===== config.mk =====
export PLATFORM = sky130hd
export DESIGN_NAME = core_dbg_apb_master
export DESIGN_NICKNAME = d
export VERILOG_FILES = /design/src/rtl/core_dbg_apb_master.sv
export SDC_FILE = /design/constraint.sdc
export NUM_CORES = 1
export LEC_CHECK = 0
export CORE_AREA = 4 4 128 105
export CTS_CLUSTER_SIZE = 10
export DETAILED_ROUTE_END_ITERATION = 8
export DIE_AREA = 0 0 132 109
export PLACE_DENSITY = 0.61
export RECOVER_POWER = 50
export SETUP_SLACK_MARGIN = 0.1
export SLEW_MARGIN = 0
export SYNTH_ARGS = -nofsm -noshare
export SYNTH_HDL_FRONTEND = slang
export SYNTH_SLANG_ARGS = --single-unit

===== constraint.sdc =====
create_clock -name clk -period 5.2 [get_ports clk]
set_clock_uncertainty 0.15 [all_clocks]
set_input_delay 1.04 -clock clk [delete_from_list [all_inputs] [get_ports clk]]
set_output_delay 1.04 -clock clk [all_outputs]
set_load 0.03 [all_outputs]

===== src/rtl/core_dbg_apb_master.sv =====
// Debug-host APB initiator: accepts one register command, runs an APB SETUP/ACCESS
// transfer on the core's debug port, and returns one response (read data or timeout error).
module core_dbg_apb_master #(
  parameter int APB_ADDR_WIDTH  = 5,
  parameter int APB_WDATA_WIDTH = 32,
  parameter int APB_RDATA_WIDTH = 32,
  parameter int TIMEOUT_CYCLES  = 64
) (
  input  logic                       clk,
  input  logic                       rst,
  input  logic                       cmd_valid,
  output logic                       cmd_ready,
  input  logic                       cmd_wr_rd,
  input  logic [APB_ADDR_WIDTH-1:0]  cmd_addr,
  input  logic [APB_WDATA_WIDTH-1:0] cmd_wdata,
  output logic                       rsp_valid,
  input  logic                       rsp_ready,
  output logic [APB_RDATA_WIDTH-1:0] rsp_rdata,
  output logic                       rsp_err,
  output logic [APB_ADDR_WIDTH-1:0]  apb_addr,
  output logic                       apb_sel,
  output logic                       apb_enable,
  output logic                       apb_wr_rd,
  output logic [APB_WDATA_WIDTH-1:0] apb_wdata,
  input  logic                       apb_ready,
  input  logic [APB_RDATA_WIDTH-1:0] apb_rdata
);

  // A zero timeout still gets a 1-bit counter so no zero-width vector is ever declared.
  localparam int CNT_W    = (TIMEOUT_CYCLES == 0) ? 1 : $clog2(TIMEOUT_CYCLES + 1);
  localparam int LAST_IDX = (TIMEOUT_CYCLES == 0) ? 0 : TIMEOUT_CYCLES - 1;
  localparam logic [CNT_W-1:0] LAST_CNT   = CNT_W'(LAST_IDX);
  localparam logic [CNT_W-1:0] CNT_MAX    = '1;
  localparam bit               TIMEOUT_EN = (TIMEOUT_CYCLES != 0);

  typedef enum logic [1:0] {
    IDLE,
    SETUP,
    ACCESS,
    RESP
  } state_t;

  state_t                     state, state_nxt;
  logic [CNT_W-1:0]           wait_cnt, wait_cnt_nxt;
  logic [APB_ADDR_WIDTH-1:0]  apb_addr_nxt;
  logic                       apb_sel_nxt;
  logic                       apb_enable_nxt;
  logic                       apb_wr_rd_nxt;
  logic [APB_WDATA_WIDTH-1:0] apb_wdata_nxt;
  logic                       rsp_valid_nxt;
  logic [APB_RDATA_WIDTH-1:0] rsp_rdata_nxt;
  logic                       rsp_err_nxt;

  assign cmd_ready = (state == IDLE);

  always_ff @(posedge clk) begin
    if (rst) begin
      state      <= IDLE;
      wait_cnt   <= '0;
      apb_addr   <= '0;
      apb_sel    <= 1'b0;
      apb_enable <= 1'b0;
      apb_wr_rd  <= 1'b0;
      apb_wdata  <= '0;
      rsp_valid  <= 1'b0;
      rsp_rdata  <= '0;
      rsp_err    <= 1'b0;
    end else begin
      state      <= state_nxt;
      wait_cnt   <= wait_cnt_nxt;
      apb_addr   <= apb_addr_nxt;
      apb_sel    <= apb_sel_nxt;
      apb_enable <= apb_enable_nxt;
      apb_wr_rd  <= apb_wr_rd_nxt;
      apb_wdata  <= apb_wdata_nxt;
      rsp_valid  <= rsp_valid_nxt;
      rsp_rdata  <= rsp_rdata_nxt;
      rsp_err    <= rsp_err_nxt;
    end
  end

  // Every registered output holds by default, so the address/data bus never glitches.
  always_comb begin
    state_nxt      = state;
    wait_cnt_nxt   = wait_cnt;
    apb_addr_nxt   = apb_addr;
    apb_sel_nxt    = apb_sel;
    apb_enable_nxt = apb_enable;
    apb_wr_rd_nxt  = apb_wr_rd;
    apb_wdata_nxt  = apb_wdata;
    rsp_valid_nxt  = rsp_valid;
    rsp_rdata_nxt  = rsp_rdata;
    rsp_err_nxt    = rsp_err;

    case (state)
      IDLE: begin
        if (cmd_valid) begin
          apb_addr_nxt   = cmd_addr;
          apb_wr_rd_nxt  = cmd_wr_rd;
          apb_wdata_nxt  = cmd_wdata;
          apb_sel_nxt    = 1'b1;
          apb_enable_nxt = 1'b0;
          state_nxt      = SETUP;
        end
      end

      SETUP: begin
        apb_enable_nxt = 1'b1;
        wait_cnt_nxt   = '0;
        state_nxt      = ACCESS;
      end

      // A ready in the final allowed cycle takes priority over the timeout abort.
      ACCESS: begin
        if (apb_ready) begin
          apb_sel_nxt    = 1'b0;
          apb_enable_nxt = 1'b0;
          rsp_valid_nxt  = 1'b1;
          rsp_err_nxt    = 1'b0;
          rsp_rdata_nxt  = apb_wr_rd ? '0 : apb_rdata;
          state_nxt      = RESP;
        end else if (TIMEOUT_EN && (wait_cnt == LAST_CNT)) begin
          apb_sel_nxt    = 1'b0;
          apb_enable_nxt = 1'b0;
          rsp_valid_nxt  = 1'b1;
          rsp_err_nxt    = 1'b1;
          rsp_rdata_nxt  = '0;
          state_nxt      = RESP;
        end else if (wait_cnt != CNT_MAX) begin
          wait_cnt_nxt = wait_cnt + CNT_W'(1);
        end
      end

      RESP: begin
        if (rsp_ready) begin
          rsp_valid_nxt = 1'b0;
          state_nxt     = IDLE;
        end
      end

      default: state_nxt = IDLE;
    endcase
  end

  a_cmd_addr_known: assert property (@(posedge clk) disable iff (rst)
    (cmd_valid && cmd_ready) |-> !$isunknown(cmd_addr));

  a_enable_needs_sel: assert property (@(posedge clk) disable iff (rst)
    apb_enable |-> apb_sel);

  a_rsp_excludes_cmd: assert property (@(posedge clk) disable iff (rst)
    !(rsp_valid && cmd_ready));

endmodule


==> flow_metrics.env, run 1 <==
export IMPL_status="finished, violations left"
export IMPL_violations="max-capacitance violations, max-slew violations"
export IMPL_row_count=36
export IMPL_cts_max_path_buffers=2
export IMPL_holdBufCountCts=0
export IMPL_ys_types=38
export IMPL_cts_inserted_buffers=9
export IMPL_slowest_delay_ps=1670
export IMPL_p_leak_nw=1.88
export IMPL_path_max_fanout=54
export IMPL_crit_path_top_delay_cell="clkbuf_1"
export IMPL_pin_count=150
export IMPL_vias=2828
export IMPL_synth_ff_type="dfxtp_1"
export IMPL_cts_root_buf="clkbuf_16"
export IMPL_ant_nets=0
export IMPL_synth_seq_cells=83
export IMPL_power_density_nw_per_um2=455
export IMPL_post_drt_wl_per_cell_um=14.8
export IMPL_cp_data_arrival_time_ps=3560
export IMPL_cts_reportedPaths_clkPinSlew_ps=60
export IMPL_synthArstFlopShare_pct=0
export IMPL_hp_class="flop to flop"
export IMPL_syn_to_final_growth_pct=64.8
export IMPL_cts_tree="done"
export IMPL_syn_area_per_cell_um2=9.26
export IMPL_hold_viol=0
export IMPL_firstDrtPassIters=4
export IMPL_grt_pass1_wl_um=14400
export IMPL_fillers=1217
export IMPL_ir_worst_vdd_v=0.000159
export IMPL_yosysWarningCount=0
export IMPL_core_area_um2=12100
export IMPL_cts_setup_buffers=0
export IMPL_final_max_slew_viol_count=55
export IMPL_finalSetupTns_ps=0
export IMPL_wl_um=9230
export IMPL_cts_sinks=83
export IMPL_final_min_clock_period_ps=3490
export IMPL_die_h_um=109
export IMPL_required_ps=5270
export IMPL_grt_usage_pct=12.7
export IMPL_path_class="primary input to flop"
export IMPL_drt_iter0_drc=104
export IMPL_maxCapViolCount=1
export IMPL_antenna_found_initial=0
export IMPL_initial_core_util_pct=24.8
export IMPL_cp_top_family="buffers and inverters"
export IMPL_synthesis_area_um2=3000
export IMPL_htreeDepth=3
export IMPL_fmax_mhz=286
export IMPL_fin_hold_ws_ps=302
export IMPL_critPathBufInv=2
export IMPL_synth_edf_count=0
export IMPL_syn_inst=324
export IMPL_grt_pass1_vias=2837
export IMPL_port_buffers=149
export IMPL_post_cts_resized=0
export IMPL_seq_area_frac_synth_pct=55.4
export IMPL_fin_nets=547
export IMPL_rsz0062_at_grt="no"
export IMPL_final_cell_mix="122 x clkdlybuf4s50_1, 85 x nand2_1, 83 x dfxtp_1"
export IMPL_fin_crit_sh_pct=67.2
export IMPL_dieArea_um2=14400
export IMPL_drcViolationCount=0
export IMPL_grt_max_degree=55
export IMPL_final_common_cell="clkdlybuf4s50_1"
export IMPL_crit_path_end_kind="flop"
export IMPL_gp_congestion=0.812
export IMPL_critPathLaunchType="primary input"
export IMPL_overflow=0
export IMPL_synth_nets=404
export IMPL_drive_above_1_share_pct=5.93
export IMPL_n_antenna_cell=0
export IMPL_setup_violations=0
export IMPL_die_x_um=132
export IMPL_path_cells="clkbuf_1 -> nor3_1 -> buf_4 -> a22o_1"
export IMPL_tightestPinTransition_ps=2380
export IMPL_max_slew_margin_rel_pct=-59.0
export IMPL_place_ws_ps=2260
export IMPL_via_per_inst=4.53
export IMPL_clk_latency_ps=330
export IMPL_hpwl_um=6660
export IMPL_fin_ws_ps=1710
where the power goes:
| group | switching (mW) | internal [mW] |
|---|---|---|
| Clock | 0.261 | 0.449 |
| Sequential | 0.0532 | 0.735 |
| Combinational | 0.445 | 0.304 |
| Total | 0.759 | 1.49 |
final cells by class:
class                   count  area (um2)  area share [%]
flip-flops and latches     83        1660            33.6
repair buffers            153        1520            30.7
multi-input cells         214        1210            24.6
clock buffers              11         253            5.11
well taps                 152         190            3.85
clock inverters             5        85.1            1.72
inverters                   6        22.5           0.456
path summary, 6_finish.rpt:
| kind | from | to | slack [ps] | cells past startpoint |
|---|---|---|---|---|
| max | rst | rsp_rdata[19] | 1710 | 4 |
| min | apb_wdata[16] | apb_wdata[16] | 300 | 2 |
| max reg2reg | state[0] | wait_cnt[5] | 3100 | 6 |
| min reg2reg | apb_wdata[16] | apb_wdata[16] | 300 | 2 |
worst register-to-register path, cell delays in order, from the launching register on:
cell	delay [ps]
dfxtp_1	340
inv_1	80
ha_1	430
nand2b_1	180
nor4_1	340
mux2_2	370
a21oi_1	120
cells in the mapped netlist (2+ instances only):
| master | n | area share [%] |
|---|---|---|
| a21oi_1 | 47 | 7.8 |
| a22o_1 | 32 | 9.3 |
| buf_1 | 2 | 0.25 |
| buf_2 | 4 | 0.67 |
| clkbuf_1 | 13 | 1.6 |
| clkbuf_8 | 2 | 0.92 |
| dfxtp_1 | 83 | 55 |
| ha_1 | 5 | 2.1 |
| inv_1 | 6 | 0.75 |
| mux2_2 | 3 | 1.1 |
| nand2_1 | 85 | 11 |
| nand2b_1 | 5 | 1.0 |
| nand3_1 | 2 | 0.33 |
| nor2_1 | 3 | 0.38 |
| nor3_1 | 5 | 0.83 |
| o211ai_1 | 2 | 0.50 |
| o21ai_0 | 3 | 0.50 |
| or3_1 | 2 | 0.42 |
cell families (layout without fill, tap and decap cells):
group                    count (synthesis)  in the layout  share of synthesized area [%]
AO/OA/AOI/OAI                           92             92                           20.4
adder cells (fa/ha/maj)                  5              5                           2.09
buffers and inverters                   27            175                           4.21
flip-flops                              83             83                           55.4
multiplexers                             4              4                           1.46
AND/OR/NAND/NOR                        113            113                           16.4
state kept, by name (all words and copies together), names as in the netlist:
| signal | flops |
|---|---|
| apb_sel | 1 |
| wait_cnt | 7 |
| rsp_rdata | 32 |
| apb_enable | 1 |
| rsp_valid | 1 |
| state | 2 |
| rsp_err | 1 |
| apb_wr_rd | 1 |
| apb_wdata | 32 |
| apb_addr | 5 |
per-layer routing:
layer	vias to the layer above	track usage (%)	wire length [um]
met1	1323	14.8	3950
met5	-	0	0
met3	14	4.38	599
met4	0	5.55	212
met2	92	21.3	4480
li1	1399	-	-
per-stage QoR:
stage          std cells  utilization (%)  cell area [um2]  total power [mW]
3_3_place_gp         608             38.1             4610              1.56
5_1_grt              624             40.8             4940              2.37
6_report             624             40.8             4940              2.25
4_1_cts              624             40.8             4950              2.30
2_1_floorplan        324                -             3000              1.25
3_5_place_dp         608             38.1             4610              1.58
Power figures use the tool's default switching activity.
==> inputs of run 2 (changes only) <==
==> constraint.sdc (replaced) <==
create_clock -name clk -period 3.5 [get_ports clk]
set_clock_uncertainty 0.15 [all_clocks]
set_input_delay 0.7 -clock clk [delete_from_list [all_inputs] [get_ports clk]]
set_output_delay 0.7 -clock clk [all_outputs]
set_load 0.03 [all_outputs]
==> run 2 against run 1 <==
  * The run now ends clean
  * Global-route usage hardly changed
  * Clock-buffer cell count stayed put
  * Worst setup slack worse by 790 ps
  * Worst hold slack worse by 2.1 ps
  * Non-clock buffer count is 1 higher
  * Critical path depth is 1 higher
  * Design area is 0.86% lower
  * Cell count is 0.16% higher
  * First-iteration DRC count is 16% higher
  * Flip-flop and latch count stayed put
  * Critical endpoint is now apb_wdata[19]
==> flow_metrics.env, run 2 (synthesized netlist as in run 1, its figures left out) <==
export IMPL_die_h_um=109
export IMPL_syn_to_final_growth_pct=63.4
export IMPL_critPathLaunchType="primary input"
export IMPL_grt_usage_pct=12.6
export IMPL_maxCapViolCount=0
export IMPL_final_common_cell="clkdlybuf4s50_1"
export IMPL_top_regs="apb_wdata: 32 flops, rsp_rdata: 32 flops, wait_cnt: 7 flops"
export IMPL_fmax_mhz=387
export IMPL_power_mw=3.23
export IMPL_antenna_found_initial=0
export IMPL_hold_viol=0
export IMPL_row_count=36
export IMPL_fin_hold_ws_ps=300
export IMPL_drive_above_1_share_pct=5.71
export IMPL_fin_crit_sh_pct=73.9
export IMPL_fin_ws_ps=913
export IMPL_firstDrtPassIters=5
export IMPL_power_density_nw_per_um2=660
export IMPL_htreeDepth=3
export IMPL_fin_util_pct=40.4
export IMPL_cts_root_buf="clkbuf_16"
export IMPL_gp_congestion=0.773
export IMPL_finalSetupTns_ps=0
export IMPL_n_antenna_cell=0
export IMPL_die_x_um=132
export IMPL_post_cts_resized=0
export IMPL_place_ws_ps=963
export IMPL_final_max_slew_viol_count=0
export IMPL_cts_max_path_buffers=2
export IMPL_fin_nets=548
export IMPL_core_area_um2=12100
export IMPL_drcViolationCount=0
export IMPL_max_slew_margin_rel_pct=57.5
export IMPL_clk_latency_ps=330
export IMPL_vias=2813
export IMPL_wl_um=9100
export IMPL_grt_pass1_wl_um=14300
export IMPL_drt_iter0_drc=121
export IMPL_grt_pass1_vias=2838
export IMPL_cp_data_arrival_time_ps=2700
export IMPL_crit_path_end_kind="flop"
export IMPL_holdBufCountCts=0
export IMPL_path_class="primary input to flop"
export IMPL_initial_core_util_pct=24.8
export IMPL_path_max_fanout=29
export IMPL_fillers=1185
export IMPL_rsz0062_at_grt="no"
export IMPL_cts_setup_buffers=0
export IMPL_grt_max_degree=33
export IMPL_overflow=0
export IMPL_p_leak_nw=1.82
export IMPL_ir_worst_vdd_v=0.000296
export IMPL_cts_sinks=83
export IMPL_status="completed"
export IMPL_pin_count=150
export IMPL_required_ps=3610
export IMPL_cts_inserted_buffers=9
export IMPL_port_buffers=149
export IMPL_cts_tree="done"
export IMPL_final_min_clock_period_ps=2590
export IMPL_via_per_inst=4.50
export IMPL_cts_reportedPaths_clkPinSlew_ps=60
export IMPL_post_drt_wl_per_cell_um=14.6
export IMPL_tightestPinTransition_ps=637
export IMPL_dieArea_um2=14400
export IMPL_hpwl_um=6580
export IMPL_final_cell_mix="138 x clkdlybuf4s50_1, 85 x nand2_1, 83 x dfxtp_1"
export IMPL_setup_violations=0
export IMPL_hp_class="flop to flop"
export IMPL_ant_nets=0
## run 2: power by group
group | total [mW] | switching [mW] | internal, mW
clock | 0.940 | 0.372 | 0.568
sequential | 1.17 | 0.0803 | 1.09
combinational | 1.12 | 0.661 | 0.459
## run 2: worst max-delay path, cell delays in order
cell and delay [ps]:
dlygate4sd3_1 570, and2_0 550, clkbuf_2 600, nand2_1 110, a21oi_1 160
## run 2: path summary, 6_finish.rpt
check | start | end | slack, ps | depth (start not counted)
max | cmd_valid | apb_wdata[19] | 910 | 5
min | apb_wdata[22] | apb_wdata[22] | 300 | 2
max reg2reg | state[0] | apb_wdata[19] | 1190 | 6
min reg2reg | apb_wdata[22] | apb_wdata[22] | 300 | 2
## run 2: per-layer routing
metal	global-route usage (%)	routed length, um
met5	0	0
met4	5.17	142
met3	5.44	633
met2	21.4	4450
met1	14.1	3880
## run 2: cell type report
| class | instances | area, um2 | share of cell area [%] |
|---|---|---|---|
| Timing Repair Buffer | 154 | 1520 | 31.1 |
| Multi-Input combinational cell | 214 | 1210 | 24.7 |
| Clock inverter | 5 | 52.6 | 1.07 |
| Sequential cell | 83 | 1660 | 33.9 |
| Clock buffer | 11 | 243 | 4.95 |
| Tap cell | 152 | 190 | 3.88 |
| Inverter | 6 | 22.5 | 0.460 |
## run 2: through the flow
step	instance area [um2]	cells
after floorplan	3000	324
after global placement	4620	609
after detailed placement	4620	609
after CTS	4910	625
after global routing	4900	625
final	4900	625
